File: src/rtl/scaled_frame_composer.sv
`default_nettype none
// -----------------------------------------------------------------------------
// Module  : scaled_frame_composer
// Brief   : One pass per frame_start: compose scrolled map + keyed sprite,
//           fade, or clear the framebuffer through a 3-register pipeline.
// Revision: 1.0
// -----------------------------------------------------------------------------
module scaled_frame_composer #(
    parameter int          FB_W        = 240,
    parameter int          FB_H        = 160,
    parameter int          MAP_W       = 464,
    parameter int          MAP_H       = 388,
    parameter int          SPR_W       = 16,
    parameter int          SPR_H       = 21,
    parameter int          SHEET_W     = 271,
    parameter int          SPR_X       = 111,
    parameter int          SPR_Y       = 69,
    parameter int          CAM_X0      = 113,
    parameter int          CAM_Y0      = 293,
    parameter int          FADE_STEP   = 5,
    parameter logic [23:0] KEY_COLOR   = 24'hFF00FF,
    parameter logic [23:0] CLEAR_COLOR = 24'h000000
) (
    input  logic        Clk,
    input  logic        Reset,
    input  logic        frame_start,
    input  logic [1:0]  mode,
    input  logic        cam_move,
    input  logic        cam_fast,
    input  logic [1:0]  cam_dir,
    input  logic [1:0]  spr_frame,
    output logic [18:0] map_addr,
    input  logic [23:0] map_data,
    output logic [18:0] spr_addr,
    input  logic [23:0] spr_data,
    output logic [18:0] fb_rd_addr,
    input  logic [23:0] fb_rd_data,
    output logic [18:0] fb_wr_addr,
    output logic [23:0] fb_wr_data,
    output logic        fb_we,
    output logic        busy,
    output logic        done,
    output logic        overrun,
    output logic [9:0]  cam_x,
    output logic [9:0]  cam_y
);

    localparam logic [1:0] c_MODE_HOLD    = 2'd0;
    localparam logic [1:0] c_MODE_FADE    = 2'd1;
    localparam logic [1:0] c_MODE_COMPOSE = 2'd2;
    localparam logic [1:0] c_MODE_CLEAR   = 2'd3;
    localparam logic [9:0] c_CAM_X_MAX    = 10'(MAP_W - FB_W);
    localparam logic [9:0] c_CAM_Y_MAX    = 10'(MAP_H - FB_H);
    localparam logic [9:0] c_X_LAST       = 10'(FB_W - 1);
    localparam logic [9:0] c_Y_LAST       = 10'(FB_H - 1);

    typedef enum logic [1:0] {S_IDLE, S_CAM, S_RUN, S_DRAIN} state_t;
    state_t r_state, w_state_next;

    logic [1:0]  r_mode, r_dir, r_frame;
    logic        r_move, r_fast, r_toggle;
    logic [9:0]  r_x, r_y, r_cam_x, r_cam_y;
    logic        r_s1_valid, r_s1_in_spr, r_s2_valid, r_s2_in_spr;
    logic [18:0] r_s1_wr_addr, r_s2_wr_addr;
    logic        r_busy, r_done, r_overrun, r_fb_we;
    logic [18:0] r_map_addr, r_spr_addr, r_fb_rd_addr, r_fb_wr_addr;
    logic [23:0] r_fb_wr_data;

    logic        w_accept, w_last_pixel, w_drain_done;
    assign w_accept     = frame_start && (r_state == S_IDLE) && !r_busy;
    assign w_last_pixel = (r_x == c_X_LAST) && (r_y == c_Y_LAST);
    assign w_drain_done = r_fb_we && !r_s1_valid && !r_s2_valid;

    always_ff @(posedge Clk) begin
        if (Reset) r_state <= S_IDLE;
        else       r_state <= w_state_next;
    end

    always_comb begin
        w_state_next = r_state;
        case (r_state)
            S_IDLE:  if (w_accept) w_state_next = S_CAM;
            S_CAM:   w_state_next = (r_mode == c_MODE_HOLD) ? S_IDLE : S_RUN;
            S_RUN:   if (w_last_pixel) w_state_next = S_DRAIN;
            S_DRAIN: if (w_drain_done) w_state_next = S_IDLE;
            default: w_state_next = S_IDLE;
        endcase
    end

    // A walking step happens on passes where the toggle flips to 1.
    logic [9:0] w_cam_x_next, w_cam_y_next;
    always_comb begin
        w_cam_x_next = r_cam_x;
        w_cam_y_next = r_cam_y;
        if (r_move && (r_fast || !r_toggle)) begin
            case (r_dir)
                2'd0:    if (r_cam_y < c_CAM_Y_MAX) w_cam_y_next = r_cam_y + 10'd1;
                2'd1:    if (r_cam_y > 10'd0)       w_cam_y_next = r_cam_y - 10'd1;
                2'd2:    if (r_cam_x > 10'd0)       w_cam_x_next = r_cam_x - 10'd1;
                default: if (r_cam_x < c_CAM_X_MAX) w_cam_x_next = r_cam_x + 10'd1;
            endcase
        end
    end

    int          w_dx, w_dy, w_col, w_row, w_sx;
    logic        w_in_spr;
    logic [18:0] w_pix_addr, w_map_addr_n, w_spr_addr_n;
    always_comb begin
        w_dx         = int'(r_x) - SPR_X;
        w_dy         = int'(r_y) - SPR_Y;
        w_in_spr     = (w_dx >= 0) && (w_dx < SPR_W) && (w_dy >= 0) && (w_dy < SPR_H);
        w_col        = r_move ? (int'(r_frame) + (r_fast ? 3 : 0)) : 1;
        // Right-facing frames reuse the left-facing row, mirrored horizontally.
        w_row        = (r_dir == 2'd3) ? 2 : int'(r_dir);
        w_sx         = (r_dir == 2'd3) ? (SPR_W - 1 - w_dx) : w_dx;
        w_spr_addr_n = 19'((w_row * SPR_H + w_dy) * SHEET_W + w_col * SPR_W + w_sx);
        w_map_addr_n = 19'((int'(r_y) + int'(r_cam_y)) * MAP_W + int'(r_x) + int'(r_cam_x));
        w_pix_addr   = 19'(int'(r_y) * FB_W + int'(r_x));
    end

    function automatic logic [7:0] fade_ch(input logic [7:0] c);
        int t;
        t = int'(c) - FADE_STEP;
        return (t < 0) ? 8'd0 : 8'(t);
    endfunction

    logic [23:0] w_pixel;
    always_comb begin
        w_pixel = map_data;
        case (r_mode)
            c_MODE_FADE:  w_pixel = {fade_ch(fb_rd_data[23:16]), fade_ch(fb_rd_data[15:8]),
                                     fade_ch(fb_rd_data[7:0])};
            c_MODE_CLEAR: w_pixel = CLEAR_COLOR;
            default:      if (r_s2_in_spr && (spr_data != KEY_COLOR)) w_pixel = spr_data;
        endcase
    end

    always_ff @(posedge Clk) begin
        if (Reset) begin
            r_busy       <= 1'b0;
            r_done       <= 1'b0;
            r_overrun    <= 1'b0;
            r_toggle     <= 1'b0;
            r_fb_we      <= 1'b0;
            r_s1_valid   <= 1'b0;
            r_s2_valid   <= 1'b0;
            r_s1_in_spr  <= 1'b0;
            r_s2_in_spr  <= 1'b0;
            r_s1_wr_addr <= 19'd0;
            r_s2_wr_addr <= 19'd0;
            r_cam_x      <= 10'(CAM_X0);
            r_cam_y      <= 10'(CAM_Y0);
            r_x          <= 10'd0;
            r_y          <= 10'd0;
            r_mode       <= c_MODE_HOLD;
            r_dir        <= 2'd0;
            r_frame      <= 2'd0;
            r_move       <= 1'b0;
            r_fast       <= 1'b0;
            r_map_addr   <= 19'd0;
            r_spr_addr   <= 19'd0;
            r_fb_rd_addr <= 19'd0;
            r_fb_wr_addr <= 19'd0;
            r_fb_wr_data <= 24'd0;
        end else begin
            r_done       <= 1'b0;
            r_s1_valid   <= 1'b0;
            r_s2_valid   <= r_s1_valid;
            r_s2_in_spr  <= r_s1_in_spr;
            r_s2_wr_addr <= r_s1_wr_addr;
            r_fb_we      <= r_s2_valid;
            r_fb_wr_addr <= r_s2_wr_addr;
            r_fb_wr_data <= w_pixel;
            if (frame_start && r_busy) r_overrun <= 1'b1;
            if (w_accept) begin
                r_busy  <= 1'b1;
                r_mode  <= mode;
                r_move  <= cam_move;
                r_fast  <= cam_fast;
                r_dir   <= cam_dir;
                r_frame <= spr_frame;
            end else if (r_done) begin
                r_busy <= 1'b0;
            end
            case (r_state)
                S_CAM: begin
                    r_x <= 10'd0;
                    r_y <= 10'd0;
                    if (r_mode == c_MODE_HOLD) r_done <= 1'b1;
                    if (r_mode == c_MODE_COMPOSE) begin
                        r_cam_x  <= w_cam_x_next;
                        r_cam_y  <= w_cam_y_next;
                        r_toggle <= ~r_toggle;
                    end
                end
                S_RUN: begin
                    r_s1_valid   <= 1'b1;
                    r_s1_in_spr  <= w_in_spr;
                    r_s1_wr_addr <= w_pix_addr;
                    r_map_addr   <= w_map_addr_n;
                    r_spr_addr   <= w_spr_addr_n;
                    r_fb_rd_addr <= w_pix_addr;
                    if (r_x == c_X_LAST) begin
                        r_x <= 10'd0;
                        r_y <= r_y + 10'd1;
                    end else begin
                        r_x <= r_x + 10'd1;
                    end
                end
                S_DRAIN: if (w_drain_done) r_done <= 1'b1;
                default: ;
            endcase
        end
    end

    assign map_addr   = r_map_addr;
    assign spr_addr   = r_spr_addr;
    assign fb_rd_addr = r_fb_rd_addr;
    assign fb_wr_addr = r_fb_wr_addr;
    assign fb_wr_data = r_fb_wr_data;
    assign fb_we      = r_fb_we;
    assign busy       = r_busy;
    assign done       = r_done;
    assign overrun    = r_overrun;
    assign cam_x      = r_cam_x;
    assign cam_y      = r_cam_y;

endmodule
`default_nettype wire

File: config.mk
export PLATFORM = sky130hd
export DESIGN_NAME = scaled_frame_composer
export DESIGN_NICKNAME = d
export VERILOG_FILES = /design/src/rtl/scaled_frame_composer.sv
export SDC_FILE = /design/constraint.sdc
export NUM_CORES = 1
export LEC_CHECK = 0
export ABC_AREA = 1
export CAP_MARGIN = 20
export CORE_ASPECT_RATIO = 0.7
export CORE_MARGIN = 1.5
export CORE_UTILIZATION = 31
export CTS_BUF_LIST = sky130_fd_sc_hd__clkbuf_4 sky130_fd_sc_hd__clkbuf_8
export CTS_CLUSTER_SIZE = 14
export DETAILED_ROUTE_END_ITERATION = 16
export SLEW_MARGIN = 20
export SYNTH_ARGS = -nofsm -noshare
export SYNTH_HDL_FRONTEND = slang
export SYNTH_SLANG_ARGS = --single-unit
File: constraint.sdc
create_clock -name Clk -period 6.3 [get_ports Clk]
set_clock_uncertainty 0.15 [all_clocks]
set_input_delay 1.89 -clock Clk [delete_from_list [all_inputs] [get_ports Clk]]
set_output_delay 1.89 -clock Clk [all_outputs]
set_load 0.02 [all_outputs]
After elaboration in Yosys (flattened, before gate mapping)
Cells that the tools add are included.
Word-level totals
  flip-flop bits (word level): 178
  output and inout port bits: 124
Operators by class
  add/subtract/negate cells: 20
  $mul: 4
  order comparisons: 11
  eq/ne operators: 19
  mux-type cells: 30
  bitwise gates (word level): 2
  reductions and logical operators: 29
Operator list (count)
  $pmux W10 S2: 4
  $mux W10: 6
  $pmux W24 S2: 1
  $add A10 B1 Y10 const B: 4
  $add A19 B10 Y19: 2
  $lt A9 B1 Y1 const B: 3
  $sub A8 B3 Y9 const B: 3
  $mux W24: 1
  $mux W8: 3
  $ne A24 B24 Y1 const B: 1
  $ge A11 B1 Y1 const B: 2
  $lt A11 B6 Y1 const B: 2
  $sub A10 B7 Y11 const B: 2
  $eq A10 B8 Y1 const B: 2
  $gt A10 B1 Y1 const B: 2
  $lt A10 B8 Y1 const B: 2
  $sub A10 B1 Y10 const B: 2
  $add A18 B10 Y19: 1
  $add A19 B19 Y19: 1
  $add A19 B8 Y19: 1
  $mul A12 B10 Y19 const B: 1
  $mux W19: 1
  $mul A11 B5 Y15 const B: 1
  $mul A10 B4 Y14 const B: 1
  23 further kinds: 66

Depth between registers and ports, before layout
  depth in word-level cells: 7
  depth in mapped cells: 40
  depth with buffers taken out: 40

Worst setup path after synthesis
Ideal clock, no wire load.
  path kind: reg2reg
  from: register r_y[0]
  to: register r_spr_addr[14], in the netlist spr_addr[14]
  library setup time: 0.109 ns
  arrival: 6.017 ns
  slack: 0.024 ns
  stages on the path, launching flop included: 34
  clock period less this slack: 6.276 ns
  cells stage by stage: dfxtp_1 -> inv_1 -> ha_1 -> xor2_1 -> inv_1 -> ha_1 -> nand3_1 -> nand2_1 -> a21oi_1 -> o21bai_1 -> nand2_1 -> a21oi_1 -> xor2_1 -> fa_1 -> ha_1 -> fa_1 -> inv_1 -> fa_1 -> fa_1 -> inv_1 -> ha_1 -> nand2_1 -> nor2_1 -> nand2_1 -> nand3_1 -> nand2_1 -> nand2_1 -> nand2_1 -> nand2_1 -> nand2_1 -> a31oi_1 -> o21ai_0 -> nand2_1 -> inv_1
Between the ends
  longest elaborated chain between the ends: 5
RTL lines
  start, declared: RTL line 62  | logic [9:0] r_x, r_y, r_cam_x, r_cam_y;
  start signal, assigned: RTL line 205  | r_y <= r_y + 10'd1;
  $sub A10 B7 Y11: RTL line 110  | w_dy = int'(r_y) - SPR_Y;
  $add A8 B11 Y12: RTL line 116  | w_spr_addr_n = 19'((w_row * SPR_H + w_dy) * SHEET_W + w_col * SPR_W + w_sx);
  $mul A12 B10 Y19: RTL line 116
  $add A19 B8 Y19: RTL line 116
  $add A19 B19 Y19: RTL line 116
  end signal, assigned: RTL line 201  | r_spr_addr <= w_spr_addr_n;
  end, declared: RTL line 66  | logic [18:0] r_map_addr, r_spr_addr, r_fb_rd_addr, r_fb_wr_addr;
No other way between the ends.
A chain may end at the register's enable or synchronous reset.

Final worst setup path
  from: register r_y[2]
  to: register r_spr_addr[14], in the netlist spr_addr[14]
The elaborated chain is that of the path after synthesis.

==> flow_summary.yaml <==
critical_path:
  worstPathMaxFanout: 5
  reg2regPathDepth: 35
  cpPeakStageDelay_ps: 540
  endpoint: "spr_addr[14]"
  regToRegStartpoint: "r_y[2]"
  r2r-end: "spr_addr[14]"
  critPathArrivalTime_ps: 6250
  slowest_stage: "fa_1"
  cpMostUsedCell: "nand2_1"
  r2r_setup_slack_ps: 320
  critPathCaptureType: "flip-flop"
  worstSetupStartpoint: "r_y[2]"
  critPathLaunchType: "flip-flop"
  crit_required_ps: 6580
  critPathKind: "flip-flop to flip-flop"
finish:
  layoutNonFillerInstCount: 3030
  nets: 2715
  drive_gt1_share_pct: 8.08
  fin_area_um2: 19500
  syn2layout_area_growth_pct: 23.9
sta:
  tns_ps: 0
  slew_viol_final: 0
  hold_violations: 0
  finalCritPeriodShare_pct: 94.9
  fmax_ghz: 0.167
  maxSlewHeadroom_pct: 33.3
  setup_viol: 0
  rsz0062_at_grt: "true"
  fin_crit_ps: 5980
  tightest_slew_ps: 999
yosys:
  yosys.area.top_type: "dfxtp_1"
  synth-seq-cells: 178
  synth-edff-count: 0
  syn_nets: 2492
  async_flop_share_pct: 0
  synth_top_flop_cell: "dfxtp_1"
  synth_area_um2: 15700
  ys_seq_area_share_pct: 22.7
  avgSynthCellArea_um2: 7.38
  yosys_warnings: 0
  yosysTopAreaCellShare_pct: 22.7
  synthCells: 2128
  synth_most_common_cell: "inv_1"
  synth_common_cells: "412 x inv_1, 298 x nand2_1, 268 x nor2_1"
  yosys-top-cells-area: "dfxtp_1 23%, ha_1 15%, fa_1 12%, inv_1 9.8%, nand2_1 7.1%"
  synth_cell_types: 57
grt:
  grt_pass1_vias: 13500
  antenna_found_initial: 1
  grt-ovfl-total: 0
  grt_max_degree: 69
  grt_pass1_wl_mm: 70.3
  track_usage_pct: 16.9
floorplan:
  die_h_um: 191
  dieArea_um2: 52100
  ioPinCount: 207
  core_area_um2: 49700
  die_w_um: 272
  row_count: 68
  start_util_pct: 31.6
clocking:
  clock_latency_ps: 530
  clock-sinks: 178
  cts_buffers: 17
  cts_max_level: 4
  cts_tree: "built"
  path_clk_slew_ps: 120
  cts_buffer_depth: 2
  clock-root-buffer: "clkbuf_8"
drt:
  remaining_drc_errors: 0
  drtAntennaViolNets: 0
  dr.pass1.iters: 5
  via_per_inst: 4.64
  via_count: 14100
  drt_iter0_markers: 835
  totalWireLength_mm: 44.5
  wl_per_cell_um: 14.7
run:
  max_cap_viol_count: 0
placed_design:
  place_area_um2: 18700
  place_inst: 2993
  gp_congestion: 0.921
  dpl.hpwl_mm: 36.1
  io_buffer_count: 206
pwr:
  finalPower_mw: 10.5
  ir_worst_vdd_v: 0.00117
  power.density_nw_per_um2: 541
  leakage_nw: 9.44
worst_hold_path:
  hold_path_class: "flip-flop to flip-flop"
outcome:
  status: "completed"
flip-flops by register name (all words and copies together), names as in the netlist, 2 cells and up, named ones only:
name / flops
fb_wr_addr: 19
map_addr: 19
r_x: 10
spr_addr: 19
cam_x: 10
r_y: 10
cam_y: 10
r_mode: 2
fb_rd_addr: 19
fb_wr_data: 24
r_dir: 2
r_frame: 2
r_s2_wr_addr: 19
metal layers:
metal | global-route usage [%] | part of all wire [%] | wire, um | vias to the layer above
met4 | 4.10 | 1.6 | 700 | 0
met1 | 23.6 | 49 | 21900 | 6535
met5 | 0 | 0 | 0 | -
met2 | 27.2 | 45 | 20200 | 298
met3 | 2.75 | 3.8 | 1690 | 52
li1 | - | - | - | 7182
per-stage QoR:
step / utilization [%] / setup WS [ps] / hold WS (ps)
2_1_floorplan: - / 23.6 / 238
3_3_place_gp: 37.6 / 114 / 242
3_5_place_dp: 37.6 / -40.4 / 244
4_1_cts: 38.6 / 10.2 / 259
5_1_grt: 39.2 / -68.2 / 279
6_report: 39.2 / 324 / 259
layout by cell type, fill, tap and decap left out, types with 29 or more instances in the layout:
cell type	n
nand4_1	29
inv_1	408
dfxtp_1	174
nor2_1	264
o21ai_0	109
nand2_1	294
fa_1	92
clkdlybuf4s50_1	205
a21oi_1	121
nand3_1	84
ha_1	176
buf_4	37
xor2_1	59
worst min path at each step:
stage	start	endpoint	slack (ps)	depth (start not counted)
floorplan	r_s2_wr_addr[0]	fb_wr_addr[0]	240	2
global placement	r_s2_wr_addr[1]	fb_wr_addr[1]	240	2
detailed placement	r_s2_wr_addr[16]	fb_wr_addr[16]	240	2
CTS	r_s2_wr_addr[16]	fb_wr_addr[16]	260	2
global route	r_s2_wr_addr[9]	fb_wr_addr[9]	280	2
finish	r_s2_wr_addr[16]	fb_wr_addr[16]	260	2
timing repair:
item,4_1_cts,5_1_grt
setup buffers,0,4
setup endpoints to repair,3,13
hold buffers,0,0
gates resized for setup,3,56
pin swaps,1,10
cell families after synthesis:
kind of cell	count (synthesis)	share of synthesized area [%]
AOI/OAI and AO/OA	327	11.7
xor gates and xnor gates	99	5.73
adders and majority gates	281	26.8
buffers and inverters	469	11.3
DFF	178	22.7
and+or+nand+nor	774	21.9
power breakdown:
group	switching (mW)	internal, mW
logic	4.86	3.34
registers	0.108	1.31
clock network	0.562	0.350
worst max-delay path: cells and delay by family (launching register included):
kind / cells / cell delay, ps
fa+ha+maj: 8 / 2890
simple gates: 16 / 1290
buf+inv: 7 / 510
flops: 1 / 390
xor+xnor: 2 / 390
compound gates: 2 / 250
layout make-up:
class	instances	area, um2
antenna	1	2.50
clock buffer	17	234
clock inverter	15	213
fill	5135	30200
inverter	429	1610
multi-input combinational	1481	10600
sequential	178	3570
tap	665	832
timing repair buffer	244	2360
(Power assumes the default switching activity.)
